<file path="config.mk">
export PLATFORM = sky130hd
export DESIGN_NAME = seg7_hex_capture
export DESIGN_NICKNAME = d
export VERILOG_FILES = /design/src/rtl/seg7_hex_capture.sv
export SDC_FILE = /design/constraint.sdc
export NUM_CORES = 1
export LEC_CHECK = 0
export CAP_MARGIN = 20
export CELL_PAD_IN_SITES_DETAIL_PLACEMENT = 1
export CELL_PAD_IN_SITES_GLOBAL_PLACEMENT = 1
export CORE_MARGIN = 8
export CORE_UTILIZATION = 49
export CTS_CLUSTER_DIAMETER = 200
export DETAILED_ROUTE_END_ITERATION = 8
export PLACE_DENSITY = 0.92
export REMOVE_ABC_BUFFERS = 1
export SLEW_MARGIN = 20
export SYNTH_ARGS = -nofsm -noshare
export SYNTH_HDL_FRONTEND = slang
export SYNTH_SLANG_ARGS = --single-unit
</file>
<file path="constraint.sdc">
create_clock -name clk -period 7.3 [get_ports clk]
set_clock_uncertainty 0.2 [all_clocks]
set_input_delay 0.73 -clock clk [delete_from_list [all_inputs] [get_ports clk]]
set_output_delay 0.73 -clock clk [all_outputs]
set_load 0.005 [all_outputs]
</file>
<file path="src/rtl/seg7_hex_capture.sv">
// seg7_hex_capture: recovers hex nibbles from a multiplexed active-low 7-segment bus
// and hands out complete frames on a valid/ready port, with one frame of buffering.
module seg7_hex_capture #(
  parameter int unsigned NUM_DIGITS    = 4,
  parameter int unsigned STABLE_CYCLES = 4
) (
  input  logic                    clk,
  input  logic                    rst_n,
  input  logic [6:0]              seg,
  input  logic [NUM_DIGITS-1:0]   an,
  output logic                    frame_valid,
  input  logic                    frame_ready,
  output logic [4*NUM_DIGITS-1:0] frame_value,
  output logic [NUM_DIGITS-1:0]   frame_err,
  output logic                    overrun
);

  localparam int unsigned SEG_W = 7;
  localparam int unsigned NIB_W = 4;
  localparam int unsigned VAL_W = NIB_W * NUM_DIGITS;
  localparam int unsigned SMP_W = NUM_DIGITS + SEG_W;
  localparam int unsigned CNT_W = $clog2(STABLE_CYCLES + 1);
  localparam logic [CNT_W-1:0] CNT_MAX = CNT_W'(STABLE_CYCLES);

  typedef enum logic {
    COLLECT = 1'b0,
    HOLD    = 1'b1
  } state_t;

  state_t                 state_q;
  state_t                 state_d;

  logic [NUM_DIGITS-1:0]  an_q;
  logic [SEG_W-1:0]       seg_q;
  logic [SMP_W-1:0]       prev_q;
  logic [CNT_W-1:0]       cnt_q;
  logic [VAL_W-1:0]       slot_val_q;
  logic [NUM_DIGITS-1:0]  slot_err_q;
  logic [NUM_DIGITS-1:0]  seen_q;

  logic [SMP_W-1:0]       sample_c;
  logic                   legal_c;
  logic                   changed_c;
  logic [CNT_W-1:0]       cnt_nxt_c;
  logic                   capture_c;
  logic [NUM_DIGITS-1:0]  cap_mask_c;
  logic [NIB_W-1:0]       dec_nib_c;
  logic                   dec_err_c;
  logic                   seen_full_c;
  logic                   load_c;
  logic                   drop_c;
  logic                   valid_d;

  // Segment pattern to {err, nibble}; anything outside the hex font is an error.
  function automatic logic [NIB_W:0] decode(input logic [SEG_W-1:0] s);
    case (s)
      7'b0000001: decode = {1'b0, 4'h0};
      7'b1001111: decode = {1'b0, 4'h1};
      7'b0010010: decode = {1'b0, 4'h2};
      7'b0000110: decode = {1'b0, 4'h3};
      7'b1001100: decode = {1'b0, 4'h4};
      7'b0100100: decode = {1'b0, 4'h5};
      7'b0100000: decode = {1'b0, 4'h6};
      7'b0001111: decode = {1'b0, 4'h7};
      7'b0000000: decode = {1'b0, 4'h8};
      7'b0000100: decode = {1'b0, 4'h9};
      7'b0001000: decode = {1'b0, 4'hA};
      7'b1100000: decode = {1'b0, 4'hB};
      7'b0110001: decode = {1'b0, 4'hC};
      7'b1000010: decode = {1'b0, 4'hD};
      7'b0110000: decode = {1'b0, 4'hE};
      7'b0111000: decode = {1'b0, 4'hF};
      default:    decode = {1'b1, 4'h0};
    endcase
  endfunction

  // Input stage: everything downstream works on these registered copies.
  always_ff @(posedge clk or negedge rst_n) begin
    if (!rst_n) begin
      an_q   <= '1;
      seg_q  <= 7'h7F;
      prev_q <= {{NUM_DIGITS{1'b1}}, 7'h7F};
      cnt_q  <= '0;
    end else begin
      an_q   <= an;
      seg_q  <= seg;
      prev_q <= sample_c;
      cnt_q  <= cnt_nxt_c;
    end
  end

  assign sample_c  = {an_q, seg_q};
  assign legal_c   = $onehot(~an_q);
  // A zero count means the previous sample was not a legal digit, so treat as new.
  assign changed_c = (sample_c != prev_q) || (cnt_q == '0);

  // Saturating stability counter; capture fires on the cycle it first hits the target.
  always_comb begin
    cnt_nxt_c = '0;
    capture_c = 1'b0;
    if (legal_c) begin
      if (changed_c) begin
        cnt_nxt_c = CNT_W'(1);
      end else if (cnt_q != CNT_MAX) begin
        cnt_nxt_c = cnt_q + CNT_W'(1);
      end else begin
        cnt_nxt_c = cnt_q;
      end
      capture_c = (cnt_nxt_c == CNT_MAX) && (changed_c || (cnt_q != CNT_MAX));
    end
  end

  assign cap_mask_c             = capture_c ? ~an_q : '0;
  assign {dec_err_c, dec_nib_c} = decode(seg_q);
  assign seen_full_c            = &seen_q;

  // Collect slots: the capture buffer that keeps filling while a frame is held.
  always_ff @(posedge clk or negedge rst_n) begin
    if (!rst_n) begin
      slot_val_q <= '0;
      slot_err_q <= '0;
      seen_q     <= '0;
    end else begin
      for (int i = 0; i < int'(NUM_DIGITS); i++) begin
        if (cap_mask_c[i]) begin
          slot_val_q[NIB_W*i +: NIB_W] <= dec_nib_c;
          slot_err_q[i]                <= dec_err_c;
        end
      end
      seen_q <= ((load_c || drop_c) ? '0 : seen_q) | cap_mask_c;
    end
  end

  always_ff @(posedge clk or negedge rst_n) begin
    if (!rst_n) begin
      state_q <= COLLECT;
    end else begin
      state_q <= state_d;
    end
  end

  // Next-state: load a completed frame, or drop it if the held one is not taken.
  always_comb begin
    state_d = state_q;
    load_c  = 1'b0;
    drop_c  = 1'b0;
    valid_d = frame_valid;
    case (state_q)
      COLLECT: begin
        if (seen_full_c) begin
          load_c  = 1'b1;
          valid_d = 1'b1;
          state_d = HOLD;
        end
      end
      HOLD: begin
        if (frame_valid && frame_ready) begin
          if (seen_full_c) begin
            load_c  = 1'b1;
            valid_d = 1'b1;
          end else begin
            valid_d = 1'b0;
            state_d = COLLECT;
          end
        end else if (seen_full_c) begin
          drop_c = 1'b1;
        end
      end
    endcase
  end

  always_ff @(posedge clk or negedge rst_n) begin
    if (!rst_n) begin
      frame_valid <= 1'b0;
      frame_value <= '0;
      frame_err   <= '0;
      overrun     <= 1'b0;
    end else begin
      frame_valid <= valid_d;
      overrun     <= overrun | drop_c;
      if (load_c) begin
        frame_value <= slot_val_q;
        frame_err   <= slot_err_q;
      end
    end
  end

endmodule

</file>
==> impl_metrics.env, run 1 <==
export IMPL_status="finished clean"
export IMPL_r2r_slack_ns=3.95
export IMPL_dr_pass1_iters=4
export IMPL_power_density_nw_per_um2=206
export IMPL_crit_path_frequent_cell="ha_1"
export IMPL_postSynthRegisterBits=72
export IMPL_track_usage_pct=17.3
export IMPL_ctsResizeCount=0
export IMPL_syn_inst=231
export IMPL_yosysUniqueCellTypes=42
export IMPL_layout_commonest_cell="dfrtp_1"
export IMPL_cts_buffers=9
export IMPL_switching_share_pct=25.5
export IMPL_grt_pass1_wl_um=11700
export IMPL_min_to="prev_q[7]"
export IMPL_r2r_cells=8
export IMPL_power_w=0.000774
export IMPL_wl_per_cell_um=20.0
export IMPL_drive_gt1_share_pct=31.0
export IMPL_final_util_pct=59.9
export IMPL_start_kind="flop"
export IMPL_seqPwrFrac_pct=54.9
export IMPL_nets=288
export IMPL_fin_crit_sh_pct=45.9
export IMPL_grt_max_degree=73
export IMPL_die_w_um=96.1
export IMPL_setup_tns_final_ns=0
export IMPL_max_slew_margin_pct=40.4
export IMPL_worst_slew_pin_slew_ns=0.894
export IMPL_fillers=622
export IMPL_antenna_cells=0
export IMPL_setup_ws_ns=3.95
export IMPL_syn_area_per_cell_um2=13.6
export IMPL_clk_pin_slew_ns=0.08
export IMPL_wirelength_um=7020
export IMPL_peakVddDrop_v=0.000125
export IMPL_grt_ovfl_total=0
export IMPL_slew_violations=0
export IMPL_ant_nets=0
export IMPL_p_comb_share_pct=6.7
export IMPL_synth_area_um2=3150
export IMPL_hp_start="an_q[0]"
export IMPL_drcViolationCount=0
export IMPL_start_util_pct=50.1
export IMPL_reg2reg_to="slot_err_q[2]"
export IMPL_dpl_cell_area_um2=3560
export IMPL_clock_path_buffers=2
export IMPL_seq_area_frac_synth_pct=58.1
export IMPL_io_pins=36
export IMPL_cts_hold_buf=0
export IMPL_async_flop_share_pct=100
export IMPL_rsz0062_at_grt="false"
export IMPL_hold_path_cell_count=0
export IMPL_hold_class="flop to flop"
export IMPL_critical_path_slowest_cell="dfstp_2"
export IMPL_via_per_inst=5.54
export IMPL_max_freq_ghz=0.299
export IMPL_area_growth_pct=19.5
export IMPL_cts_root_buf="clkbuf_8"
export IMPL_cts_sinks=72
export IMPL_setup_violations=0
export IMPL_place_congestion=0.775
export IMPL_hold_viol=0
export IMPL_synth_area_leaders="dfrtp_1 (40%), dfstp_2 (18%), mux2_2 (13%)"
export IMPL_p_switching_w=0.000197
export IMPL_cp_slowest_stage_delay_ns=0.61
export IMPL_crit_fanout=6
export IMPL_crit_required_ns=7.33
export IMPL_cts_setup_buffers=0
export IMPL_r2r_start="an_q[1]"
export IMPL_io_buffers=35
export IMPL_cp_end_kind="flop"
export IMPL_via_count=1946
export IMPL_final_cell_mix="dfrtp_1 (50), mux2_2 (35), clkdlybuf4s50_1 (34)"
export IMPL_coreArea_um2=6280
export IMPL_p_clk_share_pct=38.4
export IMPL_htree_levels=3
export IMPL_path_cells="fa_1 -> inv_1 -> ha_1 -> ha_1 -> nor3b_1 -> nand4_4 -> nor3_4 -> mux2_2"
export IMPL_p_int_w=0.000576
export IMPL_cp_arrival_ns=3.38
export IMPL_synth_top_area_share_pct=39.8
export IMPL_dp_slack_ns=3.98
export IMPL_dieArea_um2=9240
export IMPL_ff_latch_area_um2=1830
export IMPL_insertion_delay_ns=0.35
export IMPL_cts_tree="done"
export IMPL_yosys_warnings=0
export IMPL_design_area_um2=3760
export IMPL_dieHeight_um=96.1
export IMPL_multi_input_area_um2=1260
export IMPL_synth_top_flop_cell="dfrtp_1"
export IMPL_num_rows=29
export IMPL_first_global_vias=2162
export IMPL_fin_crit_ns=3.35
export IMPL_drt_iter0_markers=64
export IMPL_yosys_area_top_type="dfrtp_1"
export IMPL_drv_cap=0
export IMPL_hpwl_um=4960
export IMPL_antenna_found_initial=0
export IMPL_worstSetupPathType="flop to flop"
export IMPL_p_leak_nw=1.72
export IMPL_synth_edf_count=0
worst max path at each step:
stage,startpoint,to,slack [ns],depth (start not counted)
2_1_floorplan,an_q[1],slot_err_q[0],4.29,8
3_3_place_gp,an_q[1],slot_val_q[9],4.08,8
3_5_place_dp,an_q[1],slot_val_q[8],3.98,8
4_1_cts,an_q[1],slot_val_q[8],3.98,8
5_1_grt,an_q[1],slot_val_q[8],3.77,8
6_report,an_q[1],slot_err_q[2],3.95,8
Yosys cell counts (2+ instances only):
master     n
dfrtp_1   50
mux2_2    35
dfstp_2   22
xor2_1    11
inv_1      9
nand2_1    8
nor3_1     8
nor2_1     7
mux2_1     6
nand3_1    6
nand2b_1   5
o21ai_0    5
a21o_1     4
ha_1       4
nor2b_1    4
nor3_4     4
buf_1      3
buf_2      3
clkbuf_1   3
a211oi_1   2
a21oi_1    2
a31oi_1    2
mux2i_1    2
nand3b_1   2
nor3b_1    2
nor4_4     2
nor4bb_1   2
o21a_1     2
or3_1      2
xnor2_1    2
sequential cells by signal, indices dropped and copies added, names as in the netlist:
signal / cells
an_q: 4
cnt_q: 3
frame_err: 4
frame_valid: 1
frame_value: 16
overrun: 1
prev_q: 11
seen_q: 4
seg_q: 7
slot_err_q: 4
slot_val_q: 16
state_q: 1
power groups by stage:
stage | Clock (W) | Sequential, W | Combinational, W
after floorplan | 0 | 0.000428 | 0.0000289
after global placement | 0 | 0.000430 | 0.0000479
after detailed placement | 0 | 0.000432 | 0.0000519
after CTS | 0.000305 | 0.000424 | 0.0000526
after global routing | 0.000322 | 0.000426 | 0.0000579
final | 0.000297 | 0.000425 | 0.0000520
layer usage:
layer  routed length (µm)  vias to the layer above  part of all wire, %  track usage (%)
li1                     -                      883                    -                -
met1                 2860                     1000                   41             20.1
met2                 3680                       44                   52             28.3
met3                  249                       19                  3.5             5.07
met4                  236                        0                  3.4             9.22
met5                    0                        -                    0                0
worst max-delay path, delay by kind of cell, from the launching register on:
family | cells | cell delay [ns]
multiplexers | 1 | 0.39
flip-flops | 1 | 0.61
AND/OR/NAND/NOR | 3 | 1.17
adder cells (fa/ha/maj) | 3 | 0.81
buffers and inverters | 1 | 0.07
area by class of cell:
cell class	count	area share [%]
timing repair buffer	36	9.38
clock inverter	5	1.06
multi-input combinational	141	33.4
inverter	9	0.898
tap	77	2.56
clock buffer	11	4.03
sequential	72	48.6
cell families after synthesis:
group	after synthesis	synth area share, %
fa+ha+maj	5	2.23
compound gates	22	5.41
xor+xnor	13	3.62
flops	72	58.1
buf+inv	18	2.27
simple gates	58	13.0
mux	43	15.3
metrics by stage:
stage / instances / hold WS, ns
final: 351 / 0.213
after global routing: 351 / 0.224
after CTS: 351 / 0.221
after detailed placement: 335 / 0.211
after global placement: 335 / 0.199
after floorplan: 222 / 0.188
Power figures use the tool's default switching activity.
==> inputs of run 2 (changes only) <==
--- a/config.mk
+++ b/config.mk
@@ -9,10 +9,10 @@
 export CELL_PAD_IN_SITES_DETAIL_PLACEMENT = 1
 export CELL_PAD_IN_SITES_GLOBAL_PLACEMENT = 1
 export CORE_MARGIN = 8
-export CORE_UTILIZATION = 49
+export CORE_UTILIZATION = 46
 export CTS_CLUSTER_DIAMETER = 200
 export DETAILED_ROUTE_END_ITERATION = 8
-export PLACE_DENSITY = 0.92
+export PLACE_DENSITY = 0.87
 export REMOVE_ABC_BUFFERS = 1
 export SLEW_MARGIN = 20
 export SYNTH_ARGS = -nofsm -noshare
==> constraint.sdc (replaced) <==
create_clock -name clk -period 3.1 [get_ports clk]
set_clock_uncertainty 0.2 [all_clocks]
set_input_delay 0.31 -clock clk [delete_from_list [all_inputs] [get_ports clk]]
set_output_delay 0.31 -clock clk [all_outputs]
set_load 0.005 [all_outputs]
==> impl_metrics.env, run 2 (synthesized netlist as in run 1, its figures left out) <==
export IMPL_hpwl_um=4810
export IMPL_start_kind="flop"
export IMPL_cp_arrival_ns=3.02
export IMPL_fin_cells=373
export IMPL_seqPwrFrac_pct=49.0
export IMPL_setup_ws_ns=0.0996
export IMPL_p_switching_w=0.000461
export IMPL_cp_end_kind="flop"
export IMPL_wl_per_cell_um=20.2
export IMPL_drcViolationCount=0
export IMPL_grt_max_degree=31
export IMPL_coreArea_um2=6720
export IMPL_ant_nets=0
export IMPL_fin_crit_sh_pct=96.8
export IMPL_hold_class="input port to flop"
export IMPL_clk_pin_slew_ns=0.08
export IMPL_cts_tree="done"
export IMPL_p_clk_share_pct=44.0
export IMPL_dr_pass1_iters=6
export IMPL_worst_slew_pin_slew_ns=0.705
export IMPL_dp_slack_ns=-0.00126
export IMPL_path_cells="fa_1 -> inv_1 -> ha_2 -> ha_4 -> nor3b_2 -> buf_4 -> nand4_4 -> nor3_4 -> buf_12 -> mux2_2"
export IMPL_setup_violations=0
export IMPL_cp_slowest_stage_delay_ns=0.55
export IMPL_drt_iter0_markers=42
export IMPL_multi_input_area_um2=1270
export IMPL_cts_buffers=9
export IMPL_place_congestion=0.779
export IMPL_critical_path_slowest_cell="dfstp_2"
export IMPL_slew_violations=0
export IMPL_ff_latch_area_um2=1830
export IMPL_final_util_pct=59.6
export IMPL_grt_pass1_wl_um=12600
export IMPL_cts_sinks=72
export IMPL_fillers=646
export IMPL_holdWs_ns=0.168
export IMPL_layout_commonest_cell="dfrtp_1"
export IMPL_p_leak_nw=1.85
export IMPL_insertion_delay_ns=0.34
export IMPL_die_w_um=98.7
export IMPL_crit_fanout=6
export IMPL_antenna_cells=0
export IMPL_wirelength_um=7520
export IMPL_max_slew_margin_pct=53.0
export IMPL_crit_required_ns=3.12
export IMPL_power_density_nw_per_um2=508
export IMPL_worstSetupPathType="flop to flop"
export IMPL_area_growth_pct=27.3
export IMPL_drive_gt1_share_pct=35.8
export IMPL_power_w=0.00203
export IMPL_io_pins=36
export IMPL_antenna_found_initial=0
export IMPL_drv_cap=0
export IMPL_r2r_slack_ns=0.1
export IMPL_clock_path_buffers=2
export IMPL_nets=307
export IMPL_fin_crit_ns=3.00
export IMPL_cts_root_buf="clkbuf_8"
export IMPL_track_usage_pct=16.6
export IMPL_p_comb_share_pct=7.0
export IMPL_first_global_vias=2312
export IMPL_dieArea_um2=9740
export IMPL_io_buffers=35
export IMPL_reg_largest_list="frame_value: 16 flops, slot_val_q: 16 flops, prev_q: 11 flops"
export IMPL_max_freq_ghz=0.333
export IMPL_num_rows=30
export IMPL_via_per_inst=5.44
export IMPL_dieHeight_um=98.7
export IMPL_htree_levels=3
export IMPL_grt_ovfl_total=0
export IMPL_status="finished clean"
export IMPL_peakVddDrop_v=0.000305
export IMPL_hold_viol=0
export IMPL_p_int_w=0.00157
export IMPL_start_util_pct=46.8
export IMPL_dpl_cell_count=345
export IMPL_via_count=2029
export IMPL_switching_share_pct=22.7
export IMPL_final_cell_mix="dfrtp_1 (50), mux2_2 (35), clkdlybuf4s50_1 (34)"
-- run 2: changes by cell type in the layout (fill, tap and decap cells not counted), moves of 2 or more --
| cell | before | now |
|---|---|---|
| buf_4 | 1 | 15 |
| buf_6 | 0 | 2 |
| ha_1 | 4 | 2 |
| bufinv_16 | 0 | 3 |
| clkbuf_8 | 11 | 9 |
| buf_12 | 0 | 2 |
| clkinvlp_4 | 3 | 1 |
-- run 2: path summary, 6_finish.rpt --
check | startpoint | end | cells after the start
worst max-delay path | an_q[3] | slot_err_q[2] | 10
worst min-delay path | an[2] | an_q[2] | 1
worst max register to register | an_q[3] | slot_err_q[2] | 10
worst min register to register | an_q[2] | prev_q[9] | 0
max in group asynchronous | rst_n | seg_q[5] | 3
min in group asynchronous | rst_n | frame_valid | 2
-- run 2: area by class of cell --
| class | count | area share (%) |
|---|---|---|
| multi-input combinational | 141 | 31.7 |
| inverter | 9 | 0.843 |
| timing repair buffer | 55 | 13.2 |
| clock inverter | 6 | 2.87 |
| clock buffer | 10 | 3.19 |
| tap | 80 | 2.50 |
| sequential | 72 | 45.7 |
-- run 2: routing by layer --
layer | GRT usage, % | wire length (µm) | vias to the layer above
met2 | 29.9 | 4050 | 48
li1 | - | - | 916
met1 | 18.3 | 3030 | 1044
met4 | 7.67 | 211 | 0
met5 | 0 | 0 | -
met3 | 3.59 | 226 | 21
-- run 2: metrics by stage --
step,TNS (ns),instance area [µm²]
6_report,0,4010
5_1_grt,-0.126,4010
4_1_cts,0,3950
3_5_place_dp,-0.00126,3620
3_3_place_gp,0,3620
2_1_floorplan,0,3110
-- run 2: worst max-delay path: cells and delay by family (launching register included) --
| family | cells | cell delay [ns] |
|---|---|---|
| flip-flops | 1 | 0.55 |
| multiplexers | 1 | 0.34 |
| adder cells (fa/ha/maj) | 3 | 0.81 |
| buffers and inverters | 3 | 0.39 |
| AND/OR/NAND/NOR | 3 | 0.61 |
-- run 2: power by group through the flow --
| stage | registers, W | logic, W | clock network [W] |
|---|---|---|---|
| floorplan | 0.00101 | 0.0000680 | 0 |
| global placement | 0.00101 | 0.000123 | 0 |
| detailed placement | 0.00101 | 0.000129 | 0 |
| CTS | 0.000996 | 0.000133 | 0.000913 |
| global route | 0.00100 | 0.000158 | 0.000946 |
| finish | 0.000997 | 0.000142 | 0.000896 |
-- run 2: repair_timing --
action,4_1_cts,5_1_grt
gates resized for setup,0,5
gates cloned,0,0
pin swaps,4,7
endpoints found under the setup margin,19,20
hold endpoints to repair,23,0
hold buffers,1,0
setup buffers,7,4
